$ cat config.mk
export PLATFORM = sky130hd
export DESIGN_NAME = load_store_unit_flat
export DESIGN_NICKNAME = d
export VERILOG_FILES = /design/src/rtl/load_store_unit_if.sv /design/src/rtl/load_store_unit.sv /design/src/flat_wrapper.sv
export SDC_FILE = /design/constraint.sdc
export NUM_CORES = 1
export LEC_CHECK = 0
export ABC_AREA = 1
export ABC_CLOCK_PERIOD_IN_PS = 2700
export CAP_MARGIN = 20
export CORE_MARGIN = 3
export CORE_UTILIZATION = 46
export CTS_CLUSTER_SIZE = 25
export DETAILED_ROUTE_END_ITERATION = 10
export PLACE_DENSITY_LB_ADDON = 0.25
export RECOVER_POWER = 50
export SLEW_MARGIN = 15
export SYNTH_ARGS = -nofsm -noshare
export SYNTH_HDL_FRONTEND = slang
export SYNTH_SLANG_ARGS = --single-unit
$ cat constraint.sdc
create_clock -name clk -period 2.7 [get_ports clk]
set_clock_uncertainty 0.2 [all_clocks]
set_input_delay 0.405 -clock clk [delete_from_list [all_inputs] [get_ports clk]]
set_output_delay 0.405 -clock clk [all_outputs]
set_load 0.03 [all_outputs]
$ cat src/rtl/load_store_unit_if.sv
// Core <-> load/store unit request/response channel.
//   master : core side, drives the request, receives the completion.
//   slave  : load_store_unit side.
// Request : req_valid/req_ready handshake, req_store (1=store), req_funct3
//           (RISC-V size/sign code), req_addr (byte address), req_wdata
//           (right-aligned store data).
// Response: resp_valid one-cycle pulse, resp_rdata (extended load data),
//           resp_fault.
interface load_store_unit_if;
  logic        req_valid;
  logic        req_ready;
  logic        req_store;
  logic [2:0]  req_funct3;
  logic [63:0] req_addr;
  logic [63:0] req_wdata;
  logic        resp_valid;
  logic [63:0] resp_rdata;
  logic        resp_fault;

  modport master (
    output req_valid, req_store, req_funct3, req_addr, req_wdata,
    input  req_ready, resp_valid, resp_rdata, resp_fault
  );

  modport slave (
    input  req_valid, req_store, req_funct3, req_addr, req_wdata,
    output req_ready, resp_valid, resp_rdata, resp_fault
  );
endinterface

$ cat src/rtl/load_store_unit.sv
// load_store_unit: single-outstanding load/store engine in front of a
// 64-bit-wide data memory with combinational read and edge-committed write.
//   clk, rst      : clock; asynchronous active-low reset
//   bus (slave)   : request/response channel (load_store_unit_if)
//   address       : dword index into memory, driven in RD/WR only
//   WriteData     : full dword written while MemWrite=1
//   MemRead       : read enable (RD state)
//   MemWrite      : write enable (WR state)
//   ReadData      : combinational memory read data
// Sub-dword stores are read-modify-write (RD then WR).
// Build option LSU_MISALIGN_TRAP_EN: when defined, misaligned h/w/d accesses
// fault; otherwise the low address bits are truncated to natural alignment.
module load_store_unit #(
  parameter int MEM_WORDS = 1024
) (
  input  logic        clk,
  input  logic        rst,
  load_store_unit_if.slave bus,
  output logic [63:0] address,
  output logic [63:0] WriteData,
  output logic        MemRead,
  output logic        MemWrite,
  input  logic [63:0] ReadData
);

  typedef enum logic [1:0] {IDLE, RD, WR, RESP} state_t;

  typedef struct packed {
    logic        store;
    logic        fault;
    logic [2:0]  funct3;
    logic [63:0] addr;
  } req_t;

  state_t      state_q, state_d;
  req_t        req_q;
  // Holds store data at accept, then the merged dword (sub-dword store) or
  // the extended result (load) once RD completes.
  logic [63:0] data_q;

`ifdef LSU_MISALIGN_TRAP_EN
  localparam logic TRAP_MISALIGN = 1'b1;
`else
  localparam logic TRAP_MISALIGN = 1'b0;
`endif

  // ---------------- accept-time decode ----------------
  logic        misal, oor, illegal, fault_dec, accept;
  logic [63:0] addr_eff;

  always_comb begin
    misal    = 1'b0;
    addr_eff = bus.req_addr;
    // funct3[1:0] encodes size for both signed and unsigned loads
    case (bus.req_funct3[1:0])
      2'b01: begin misal = bus.req_addr[0];     addr_eff[0]   = 1'b0;  end
      2'b10: begin misal = |bus.req_addr[1:0];  addr_eff[1:0] = 2'b00; end
      2'b11: begin misal = |bus.req_addr[2:0];  addr_eff[2:0] = 3'b000; end
      default: ;
    endcase
  end

  assign oor       = {3'b000, bus.req_addr[63:3]} >= 64'(MEM_WORDS);
  assign illegal   = (bus.req_funct3 == 3'b111) || (bus.req_store && bus.req_funct3[2]);
  // With trapping enabled a misaligned access faults before touching
  // memory, so registering the truncated address is harmless either way.
  assign fault_dec = illegal || oor || (TRAP_MISALIGN && misal);
  assign accept    = (state_q == IDLE) && bus.req_valid;

  // ---------------- lane extract / merge ----------------
  logic [5:0]  sh;
  logic [63:0] lane, ext, mask, merged;

  assign sh   = {req_q.addr[2:0], 3'b000};
  assign lane = ReadData >> sh;

  always_comb begin
    case (req_q.funct3)
      3'b000:  ext = {{56{lane[7]}},  lane[7:0]};
      3'b001:  ext = {{48{lane[15]}}, lane[15:0]};
      3'b010:  ext = {{32{lane[31]}}, lane[31:0]};
      3'b100:  ext = {56'd0, lane[7:0]};
      3'b101:  ext = {48'd0, lane[15:0]};
      3'b110:  ext = {32'd0, lane[31:0]};
      default: ext = ReadData;
    endcase
    case (req_q.funct3[1:0])
      2'b00:   mask = 64'h0000_0000_0000_00FF;
      2'b01:   mask = 64'h0000_0000_0000_FFFF;
      default: mask = 64'h0000_0000_FFFF_FFFF;
    endcase
    merged = (ReadData & ~(mask << sh)) | ((data_q & mask) << sh);
  end

  // ---------------- FSM ----------------
  always_ff @(posedge clk or negedge rst) begin
    if (!rst) begin
      state_q <= IDLE;
      req_q   <= '0;
      data_q  <= '0;
    end else begin
      state_q <= state_d;
      if (accept) begin
        req_q.store  <= bus.req_store;
        req_q.fault  <= fault_dec;
        req_q.funct3 <= bus.req_funct3;
        req_q.addr   <= addr_eff;
        data_q       <= bus.req_wdata;
      end else if (state_q == RD) begin
        data_q <= req_q.store ? merged : ext;
      end
    end
  end

  always_comb begin
    state_d        = state_q;
    bus.req_ready  = 1'b0;
    bus.resp_valid = 1'b0;
    bus.resp_fault = 1'b0;
    bus.resp_rdata = '0;
    address        = '0;
    WriteData      = '0;
    MemRead        = 1'b0;
    MemWrite       = 1'b0;
    case (state_q)
      IDLE: begin
        bus.req_ready = 1'b1;
        if (bus.req_valid) begin
          if (fault_dec)                                    state_d = RESP;
          else if (bus.req_store && bus.req_funct3 == 3'b011) state_d = WR;
          else                                              state_d = RD;
        end
      end
      RD: begin
        MemRead = 1'b1;
        address = {3'b000, req_q.addr[63:3]};
        state_d = req_q.store ? WR : RESP;
      end
      WR: begin
        MemWrite  = 1'b1;
        address   = {3'b000, req_q.addr[63:3]};
        WriteData = data_q;
        state_d   = RESP;
      end
      RESP: begin
        bus.resp_valid = 1'b1;
        bus.resp_fault = req_q.fault;
        bus.resp_rdata = (req_q.store || req_q.fault) ? 64'd0 : data_q;
        state_d        = IDLE;
      end
      default: state_d = IDLE;
    endcase
  end

endmodule

$ cat src/flat_wrapper.sv
// flat-port wrapper written by rule: the top's interface ports become plain ports
module load_store_unit_flat 
#(
  parameter int MEM_WORDS = 1024
)
  (clk, rst, address, WriteData, MemRead, MemWrite, ReadData, bus_req_valid, bus_req_store, bus_req_funct3, bus_req_addr, bus_req_wdata, bus_req_ready, bus_resp_valid, bus_resp_rdata, bus_resp_fault);
  load_store_unit_if bus_i ();
  input  logic clk;
  input  logic rst;
  output logic [63:0] address;
  output logic [63:0] WriteData;
  output logic MemRead;
  output logic MemWrite;
  input  logic [63:0] ReadData;
  input wire logic [$bits(bus_i.req_valid)-1:0] bus_req_valid;
  input wire logic [$bits(bus_i.req_store)-1:0] bus_req_store;
  input wire logic [$bits(bus_i.req_funct3)-1:0] bus_req_funct3;
  input wire logic [$bits(bus_i.req_addr)-1:0] bus_req_addr;
  input wire logic [$bits(bus_i.req_wdata)-1:0] bus_req_wdata;
  output wire logic [$bits(bus_i.req_ready)-1:0] bus_req_ready;
  output wire logic [$bits(bus_i.resp_valid)-1:0] bus_resp_valid;
  output wire logic [$bits(bus_i.resp_rdata)-1:0] bus_resp_rdata;
  output wire logic [$bits(bus_i.resp_fault)-1:0] bus_resp_fault;
  assign bus_i.req_valid = bus_req_valid;
  assign bus_i.req_store = bus_req_store;
  assign bus_i.req_funct3 = bus_req_funct3;
  assign bus_i.req_addr = bus_req_addr;
  assign bus_i.req_wdata = bus_req_wdata;
  assign bus_req_ready = bus_i.req_ready;
  assign bus_resp_valid = bus_i.resp_valid;
  assign bus_resp_rdata = bus_i.resp_rdata;
  assign bus_resp_fault = bus_i.resp_fault;
  load_store_unit #(.MEM_WORDS(MEM_WORDS)) u_core (.clk(clk), .rst(rst), .bus(bus_i), .address(address), .WriteData(WriteData), .MemRead(MemRead), .MemWrite(MemWrite), .ReadData(ReadData));
endmodule
==> out/metrics.cfg <==
[yosys]
synth_compound_area_share_pct = 15.4
synthAdderAreaFrac_pct = 0.422
ys_types = 32
synth_enable_flop_cells = 0
syn_avg_cell_area_um2 = 5.63
synthMuxAreaShare_pct = 0.422
synth_area_um2 = 11900
synthArstFlopShare_pct = 100
synth_top_family_by_area = simple AND/OR/NAND/NOR gates
synth_seq_cells = 135
synth-xor-area-share_pct = 0
ys_seq_area_share_pct = 28.5
yosys.area_share.simple_pct = 39.4
synthFlopType = dfrtp_1
postSynthCellCount = 2106
yosys_warnings = 0

[setup_path]
critical_path_class = flop to primary output
worst-path-max-fanout = 51
cp_cell_sequence = inv_1, ha_2, buf_12, nand2_1, inv_1, dlygate4sd2_1
worstPathRequired_ps = 2100
start_kind = flop
critPathCaptureType = primary output
critPathTopFamily = buffers and inverters
critPathSlowestCell = dfrtp_1
path_buf_inv = 4
cp_common_cell = inv_1
critPathArrivalTime_ps = 1990
slowest_delay_ps = 410

[timing]
worstMarginPinSlew_ps = 1420
layout_setup_ws_ps = 100
hold_violations = 0
rsz0062_at_grt = yes
final-max-slew-violation-count = 0
setup_viol = 0
post-route-period-util_pct = 96.3
fmax_ghz = 0.385
min_period_ps = 2600
max-slew-margin-rel_pct = 5.10

[final_layout]
layout_common_cells = 843 x nand2_1, 325 x inv_1, 227 x buf_4
layout.nets = 2695
stdcell_count = 2835
drive_gt1_share_pct = 14.0
final_common_cell = nand2_1
antenna-diode-count = 0
syn_to_final_growth_pct = 44.6

[place]
gp_congestion = 1.17
place_ws_ps = 185
hpwl_um = 44400
placed_cells = 2802
port_buffers = 392

[floorplan]
core_area_um2 = 25300
chipWidth_um = 167
io_pins = 396
initial_core_util_pct = 47.0
fp-row-count = 58
die_y_um = 167
dieArea_um2 = 27800

[power_and_ir_drop]
power_mw = 24.2
switchingPower_mw = 13.9
clkPwrFrac_pct = 10.1
ir_worst_vdd_v = 0.00105
p_int_mw = 10.3
p_sw_share_pct = 57.3
power_frac_comb_pct = 73.0
pwr-share-seq_pct = 16.9
leakage_nw = 9.81
power_density_nw_per_um2 = 1410

[run]
drv_cap = 0

[cts]
clock_sinks = 135
insertion_delay_ps = 430
clk_path_buf_depth = 2
htree_num_levels = 4
cts_tree = built
cts_buffers = 17
cts-root-buf = clkbuf_16
clk_transition_reported_paths_ps = 80
post_cts_buffers = 0

[grt]
grt_pass1_wl_um = 88200
grt_pass1_vias = 15018
grt_usage_pct = 40.4
antenna_found_initial = 1
grt_overflow_total = 0
grt_max_degree = 130

[routing]
drc = 0
drt_iter0_markers = 2057
vias_per_cell = 5.52
ant_nets = 0
wirelength_um = 57900
first_pass_iters = 6
wire_per_inst_um = 20.4
vias = 15644

[outcome]
status = finished clean

[hold_path]
min-delay-path-class = flop to flop

cells in the mapped netlist (2+ instances only):
cell / n / area (um2)
a31oi_1: 4 / 25.0
nand4_1: 51 / 319
nand3_1: 92 / 460
a21oi_1: 74 / 370
buf_6: 4 / 45.0
buf_4: 19 / 143
mux2i_1: 5 / 50.1
nand2_4: 3 / 33.8
o21a_1: 8 / 60.1
inv_1: 326 / 1220
nor2_1: 126 / 473
or2_2: 9 / 56.3
buf_2: 26 / 130
nor4_1: 11 / 68.8
dfrtp_1: 135 / 3380
o211ai_1: 12 / 90.1
buf_1: 7 / 26.3
a211oi_1: 3 / 22.5
nand2_2: 5 / 31.3
o21ai_1: 12 / 60.1
o22ai_1: 14 / 87.6
clkbuf_1: 75 / 282
inv_2: 6 / 22.5
nor2_4: 4 / 45.0
o21ai_0: 220 / 1100
nor2_2: 2 / 12.5
inv_4: 2 / 12.5
nand2_1: 844 / 3170
ha_1: 4 / 50.1
repair_timing:
item | CTS | global route
hold buffers | 1 | 0
endpoints found under the hold margin | 50 | 0
endpoints found under the setup margin | 13 | 32
resized for setup | 13 | 4
metal layers:
layer | share of wire, % | GRT usage [%] | routed length (um) | vias up
met1 | 37 | 49.6 | 21600 | 7163
met4 | 6.7 | 23.3 | 3890 | 2
met3 | 11 | 8.50 | 6120 | 183
met5 | 0.029 | 0 | 17 | -
li1 | - | - | - | 7277
met2 | 45 | 65.9 | 26300 | 1019
cell families (layout without fill, tap and decap cells):
family / Yosys count / count (layout)
adders and majority gates: 4 / 4
muxes: 5 / 5
AOI/OAI and AO/OA: 348 / 348
buffers and inverters: 465 / 862
and+or+nand+nor: 1148 / 1148
DFF: 135 / 135
other: 1 / 3
path summary, 6_finish.rpt:
kind / startpoint / end / slack (ps) / depth (start not counted)
max in group asynchronous: rst / u_core.req_q[20] / 360 / 3
hold reg to reg: u_core.req_q[23] / u_core.req_q[23] / 280 / 2
setup reg to reg: u_core.req_q[0] / u_core.data_q[24] / 300 / 8
min in group asynchronous: rst / u_core.req_q[60] / 650 / 2
hold / removal: u_core.req_q[23] / u_core.req_q[23] / 280 / 2
setup / recovery: u_core.state_q[0] / WriteData[29] / 100 / 6
per-stage QoR:
| step | setup TNS, ps | util [%] | hold slack, ps | instance area [um2] |
|---|---|---|---|---|
| after CTS | 0 | 67.9 | 286 | 17200 |
| after floorplan | 0 | - | -90.6 | 11900 |
| final | 0 | 67.9 | 284 | 17200 |
| after global placement | 0 | 65.5 | 193 | 16600 |
| after global routing | -59.0 | 67.9 | 300 | 17200 |
| after detailed placement | 0 | 65.5 | 196 | 16600 |
worst min-delay path, delay by kind of cell (launching register included):
| kind | cells | cell delay (ps) |
|---|---|---|
| DFF | 1 | 350 |
| and+or+nand+nor | 2 | 110 |
area by class of cell:
type	count	area, um2
clock buffers	17	425
flip-flops and latches	135	3380
repair buffers	496	4860
fillers	2317	8100
multi-input cells	1508	6630
clock inverters	15	178
inverters	334	1260
well taps	330	413
sequential cells by signal, summed over array words and instances (netlist names):
name            flops
u_core.req_q       69
u_core.data_q      64
u_core.state_q      2
power groups by stage:
stage	combinational, mW	clock, mW	sequential [mW]
6_report	17.6	2.45	4.09
5_1_grt	19.0	2.53	4.16
4_1_cts	17.2	2.45	4.03
3_5_place_dp	17.2	0	4.05
3_3_place_gp	17.0	0	4.02
2_1_floorplan	10.6	0	3.59
(Power assumes the default switching activity.)
==> RTL edit 1: new RTL, same settings <==
Add a define of `LSU_MISALIGN_TRAP_EN`.
--- a/src/rtl/load_store_unit.sv
+++ b/src/rtl/load_store_unit.sv
@@ -10,6 +10,8 @@
 // Sub-dword stores are read-modify-write (RD then WR).
 // Build option LSU_MISALIGN_TRAP_EN: when defined, misaligned h/w/d accesses
 // fault; otherwise the low address bits are truncated to natural alignment.
+`define LSU_MISALIGN_TRAP_EN
+
 module load_store_unit #(
   parameter int MEM_WORDS = 1024
 ) (
Check against the original RTL: not equivalent (a bounded check fails within 4 cycles, from zero or initial values and one cycle with rst low).
==> RTL edit 1 against the original RTL <==
- cell count is essentially flat
- total power up 0.96%
- sequential cell count is the same
- largest power group unchanged
- cell area up 1.2%
- highest routed layer unchanged
- clock power up 7%
- setup slack got worse by 0.073 ns
- wire length increased by 3.1%
- area after synthesis up 0.23%
- critical path depth increased by 4
==> RTL edit 1: results (changes against the original RTL) <==
<table>
<tr><th>Metric</th><th>Value</th></tr>
<tr><th colspan="2">Timing</th></tr>
<tr><td>Worst hold slack</td><td>0.281 ns (-0.00296 ns)</td></tr>
<tr><td>Transition time at the pin with the least slew margin</td><td>0.845 ns (-0.578 ns)</td></tr>
<tr><th colspan="2">GRT</th></tr>
<tr><td>Pin count of the biggest net entering global routing</td><td>93 (-28%)</td></tr>
<tr><td>Number of antenna violations at the first check in global routing</td><td>2 (+1)</td></tr>
<tr><td>Number of global-route vias before repair</td><td>15823 (+5.4%)</td></tr>
<tr><td>First-pass GRT wire length</td><td>91300 um (+3.6%)</td></tr>
<tr><th colspan="2">Synthesis</th></tr>
<tr><td>Most used standard cells in the synthesized netlist</td><td>sky130_fd_sc_hd__nand2_1 (787), sky130_fd_sc_hd__inv_1 (341), sky130_fd_sc_hd__o21ai_0 (245), sky130_fd_sc_hd__dfrtp_1 (135), sky130_fd_sc_hd__nor2_1 (129)</td></tr>
<tr><td>Register area share after synthesis</td><td>28.4% (-0.066 points)</td></tr>
<tr><td>Cell count after synthesis</td><td>2109 (+0.14%)</td></tr>
<tr><td>Number of library cell types mapped by synthesis</td><td>36 (+13%)</td></tr>
<tr><td>Dominant cells by area after synthesis</td><td>sky130_fd_sc_hd__dfrtp_1 (28%), sky130_fd_sc_hd__nand2_1 (25%), sky130_fd_sc_hd__inv_1 (11%), sky130_fd_sc_hd__o21ai_0 (10%), sky130_fd_sc_hd__nand3_1 (4.2%)</td></tr>
<tr><td>Average cell area after synthesis</td><td>5.64 um^2 (about the same)</td></tr>
<tr><th colspan="2">Route</th></tr>
<tr><td>DR vias/cell</td><td>5.73 (+3.8%)</td></tr>
<tr><td>Mean routed wirelength per cell</td><td>21.1 um (+3.2%)</td></tr>
<tr><td>Routed wire length</td><td>59700 um (+3.1%)</td></tr>
<tr><td>DRC marker count from the first detailed-route iteration</td><td>2179 (+5.9%)</td></tr>
<tr><th colspan="2">Cells and area</th></tr>
<tr><td>NumNets Final</td><td>2693 (-0.074%)</td></tr>
<tr><td>Layout filler cell count</td><td>2217 (-4.3%)</td></tr>
<tr><th colspan="2">Pwr</th></tr>
<tr><td>Lkg Pwr</td><td>9.75 nW (-0.63%)</td></tr>
<tr><td>Peak VDD IR</td><td>0.000913 V (-13%)</td></tr>
<tr><th colspan="2">Place</th></tr>
<tr><td>Placer Congestion</td><td>1.11 (-5.6%)</td></tr>
<tr><td># placed instances</td><td>2800 (-0.071%)</td></tr>
<tr><th colspan="2">Status</th></tr>
<tr><td>Status</td><td>completed</td></tr>
<tr><th colspan="2">Hold path</th></tr>
<tr><td>Worst-case hold path end point</td><td>u_core.req_q[6]$_DFFE_PN0P_</td></tr>
<tr><th colspan="2">Setup path</th></tr>
<tr><td>Reg2reg end</td><td>u_core.data_q[42]$_DFFE_PN0P_</td></tr>
<tr><td>Worst r2r path cells</td><td>10 (+2)</td></tr>
</table>
[RTL edit 1: changes by cell type after synthesis, moves of 7 or more]
cell / before / now
sky130_fd_sc_hd__buf_4: 19 / 9
sky130_fd_sc_hd__clkbuf_1: 75 / 82
sky130_fd_sc_hd__inv_1: 326 / 341
sky130_fd_sc_hd__nand2_1: 844 / 787
sky130_fd_sc_hd__nand3_1: 92 / 99
sky130_fd_sc_hd__o211ai_1: 12 / 19
sky130_fd_sc_hd__o21ai_0: 220 / 245
[RTL edit 1: worst max-delay path by stage]
| stage | end |
|---|---|
| final | u_core.data_q[42]$_DFFE_PN0P_ |
| after detailed placement | u_core.data_q[42]$_DFFE_PN0P_ |
| after floorplan | u_core.data_q[0]$_DFFE_PN0P_ |
| after CTS | MemRead |
| after global routing | WriteData[11] |
| after global placement | u_core.data_q[42]$_DFFE_PN0P_ |
[RTL edit 1: what timing repair did]
action,in CTS,in global routing
gates cloned,0,0
hold endpoints to repair,62,0
resized for setup,15,3
setup endpoints to repair,15,49
hold buffers,1,0
[RTL edit 1: layout make-up]
class | instances | area [um^2] | area share, %
repair buffers | 494 | 4990 | 28.8
clock inverters | 13 | 184 | 1.06
inverters | 350 | 1320 | 7.58
flip-flops and latches | 135 | 3380 | 19.5
well taps | 330 | 413 | 2.38
multi-input cells | 1492 | 6630 | 38.2
clock buffers | 19 | 443 | 2.55
[RTL edit 1: routing by layer]
metal	GRT usage, %	routed length, um	vias up
met5	0	27	-
met4	23.2	4050	4
met3	8.95	6430	250
met1	51.0	21800	7500
li1	-	-	7307
met2	69.0	27400	1161
[RTL edit 1: worst max-delay path: stages, from the launching register on]
cell and delay, ns:
sky130_fd_sc_hd__dfrtp_4 0.59, sky130_fd_sc_hd__inv_2 0.21, sky130_fd_sc_hd__buf_4 0.27, sky130_fd_sc_hd__nand2_1 0.18, sky130_fd_sc_hd__nand2_1 0.10, sky130_fd_sc_hd__nand2_1 0.28
sky130_fd_sc_hd__o21ai_0 0.47, sky130_fd_sc_hd__nand2_1 0.11, sky130_fd_sc_hd__nand2_1 0.07, sky130_fd_sc_hd__nand2_1 0.05, sky130_fd_sc_hd__nand2_1 0.06
[RTL edit 1: logic make-up after synthesis]
kind of cell / after synthesis / share of synthesized area [%]
AND/OR/NAND/NOR: 1095 / 37.4
flip-flops: 135 / 28.4
adder cells (fa/ha/maj): 4 / 0.421
buffers and inverters: 484 / 16.2
AO/OA/AOI/OAI: 388 / 17.4
multiplexers: 2 / 0.168
other: 1 / 0.0315
[RTL edit 1: where the power goes]
part	leakage [nW]	internal, mW	switching (mW)	total, mW
Combinational	7.78	6.05	11.8	17.8
Clock	0.305	1.51	1.10	2.62
Sequential	1.67	3.04	0.957	4.00
==> RTL edit 2: new RTL, config.mk and constraints unchanged <==
Without the edit above. Make the reset (`rst`) synchronous in one clocked block. Comments in the files are not updated.
--- a/src/rtl/load_store_unit.sv
+++ b/src/rtl/load_store_unit.sv
@@ -93,7 +93,7 @@
   end
 
   // ---------------- FSM ----------------
-  always_ff @(posedge clk or negedge rst) begin
+  always_ff @(posedge clk) begin
     if (!rst) begin
       state_q <= IDLE;
       req_q   <= '0;
Check against the original RTL: differs if rst is asserted again (counterexample within 4 cycles, from zero or initial values and one cycle with rst low); with rst held inactive, the same outputs for 4 cycles.
==> RTL edit 2 against the original RTL <==
- cell area decreased by 5.6%
- sequential share of layout area decreased by 3.0 points
- setup slack got worse by 0.0082 ns
- area after synthesis decreased by 6.0%
- non-clock buffer count decreased by 11
- critical path depth unchanged
- highest routed layer is now met4
- wire length decreased by 1.7%
- maximum frequency decreased by 0.32%
- sequential cell count unchanged
- worst hold slack got worse by 0.0018 ns
Power is not compared: it rests on default switching activity, and its combinational part moved more than twofold at a synthesized area within 25%.
==> RTL edit 2: results (changes against the original RTL) <==
<table>
<tr><th>Metric</th><th>Value</th></tr>
<tr><th colspan="2">GRT</th></tr>
<tr><td>Total routing resource utilization after global routing</td><td>41.7% (+1.3 points)</td></tr>
<tr><td>Number of global-route vias before repair</td><td>14783 (-1.6%)</td></tr>
<tr><td>Number of antenna violations at the first check in global routing</td><td>2 (+1)</td></tr>
<tr><th colspan="2">Place</th></tr>
<tr><td>HPWL after detailed placement</td><td>43400 um (-2.3%)</td></tr>
<tr><th colspan="2">Timing</th></tr>
<tr><td>Transition time at the pin with the least slew margin</td><td>0.849 ns (-0.575 ns)</td></tr>
<tr><th colspan="2">Clocking</th></tr>
<tr><td>Register clock-pin slew on the reported worst setup and hold paths</td><td>0.06 ns (-0.02 ns)</td></tr>
<tr><th colspan="2">Synthesis</th></tr>
<tr><td>Post-synthesis async set-or-reset flop share</td><td>0% (-100 points)</td></tr>
<tr><td>Share of cell area taken by muxes after synthesis</td><td>0.628% (+0.21 points)</td></tr>
<tr><td>Flip-flop cell with the highest count after synthesis</td><td>sky130_fd_sc_hd__dfxtp_1</td></tr>
<tr><td>Compound-gate portion of the synthesized area</td><td>22.5% (+7.1 points)</td></tr>
<tr><td>Dominant cells by area after synthesis</td><td>sky130_fd_sc_hd__dfxtp_1 (24%), sky130_fd_sc_hd__nand2_1 (19%), sky130_fd_sc_hd__o21ai_0 (9.5%), sky130_fd_sc_hd__inv_1 (8.7%), sky130_fd_sc_hd__nor2_1 (8.3%)</td></tr>
<tr><td>Number of library cell types mapped by synthesis</td><td>39 (+22%)</td></tr>
<tr><td>Register area share after synthesis</td><td>24.2% (-4.2 points)</td></tr>
<tr><th colspan="2">Hold path</th></tr>
<tr><td>Worst-case hold path end point</td><td>u_core.req_q[37]$_SDFFE_PN0P_</td></tr>
<tr><td>Startpoint of the most critical hold path</td><td>u_core.req_q[37]$_SDFFE_PN0P_</td></tr>
<tr><th colspan="2">Route</th></tr>
<tr><td>DRC marker count from the first detailed-route iteration</td><td>2137 (+3.9%)</td></tr>
<tr><td>First-pass iteration count of the detailed router</td><td>10 (+4)</td></tr>
<tr><th colspan="2">Status</th></tr>
<tr><td>Status</td><td>completed</td></tr>
<tr><th colspan="2">Setup path</th></tr>
<tr><td>Worst setup path startpoint</td><td>u_core.state_q[0]$_SDFFE_PN0P_</td></tr>
<tr><td>Reg2reg end</td><td>u_core.data_q[40]$_SDFFE_PN0P_</td></tr>
<tr><td>Worst r2r path cells</td><td>12 (+4)</td></tr>
<tr><td>CP max stage cell</td><td>sky130_fd_sc_hd__dlygate4sd2_1</td></tr>
<tr><td>Worst flop-to-flop path startpoint</td><td>u_core.req_q[65]$_SDFFE_PN0P_</td></tr>
<tr><td>Crit-path max FO</td><td>41 (-20%)</td></tr>
<tr><th colspan="2">Cells and area</th></tr>
<tr><td>NumNets Final</td><td>2617 (-2.9%)</td></tr>
<tr><td>Share of post-route cells with drive strength above 1</td><td>12.4% (-1.7 points)</td></tr>
</table>
RTL edit 2: cells by family (layout without fill, tap and decap cells):
logic type	after synthesis	in the layout
other	1	5
buffers and inverters	422	793
flip-flops	135	135
multiplexers	7	7
AND/OR/NAND/NOR	1012	1012
AO/OA/AOI/OAI	473	473
adder cells (fa/ha/maj)	4	4
RTL edit 2: layout make-up:
class | instances | area [um^2]
clock buffer | 18 | 429
sequential | 135 | 2700
clock inverter | 14 | 141
antenna | 2 | 5.00
timing repair buffer | 485 | 4670
multi-input combinational | 1499 | 6790
inverter | 276 | 1040
tap | 319 | 399
fill | 2156 | 7430
RTL edit 2: stage by stage:
| stage | instance area (um^2) | setup TNS (ns) | cells | hold slack, ns | power (mW) |
|---|---|---|---|---|---|
| after global placement | 15600 | 0 | 2712 | 0.263 | 7.94 |
| after CTS | 16200 | 0 | 2746 | 0.286 | 10.3 |
| after global routing | 16200 | -0.0207 | 2747 | 0.306 | 11.0 |
| final | 16200 | 0 | 2748 | 0.282 | 10.5 |
| after floorplan | 11200 | -2.03 | 2056 | 0.255 | 5.81 |
| after detailed placement | 15600 | 0 | 2712 | 0.272 | 8.02 |
RTL edit 2: metal layers:
layer | global-route usage, % | part of all wire (%) | vias up
met4 | 20.0 | 5.9 | 0
met3 | 10.5 | 12 | 197
met5 | 0 | 0 | -
met2 | 67.9 | 46 | 1109
met1 | 51.6 | 37 | 7252
li1 | - | - | 7262
RTL edit 2: report_power, final:
group | total (mW) | switching [mW] | internal, mW
combinational | 5.37 | 3.55 | 1.82
sequential | 2.80 | 0.411 | 2.39
clock | 2.37 | 1.07 | 1.30
RTL edit 2: timing repair:
action / in CTS / in global routing
setup endpoints to repair: 51 / 50
setup buffers: 2 / 0
pin swaps: 0 / 0
gates resized for setup: 51 / 6
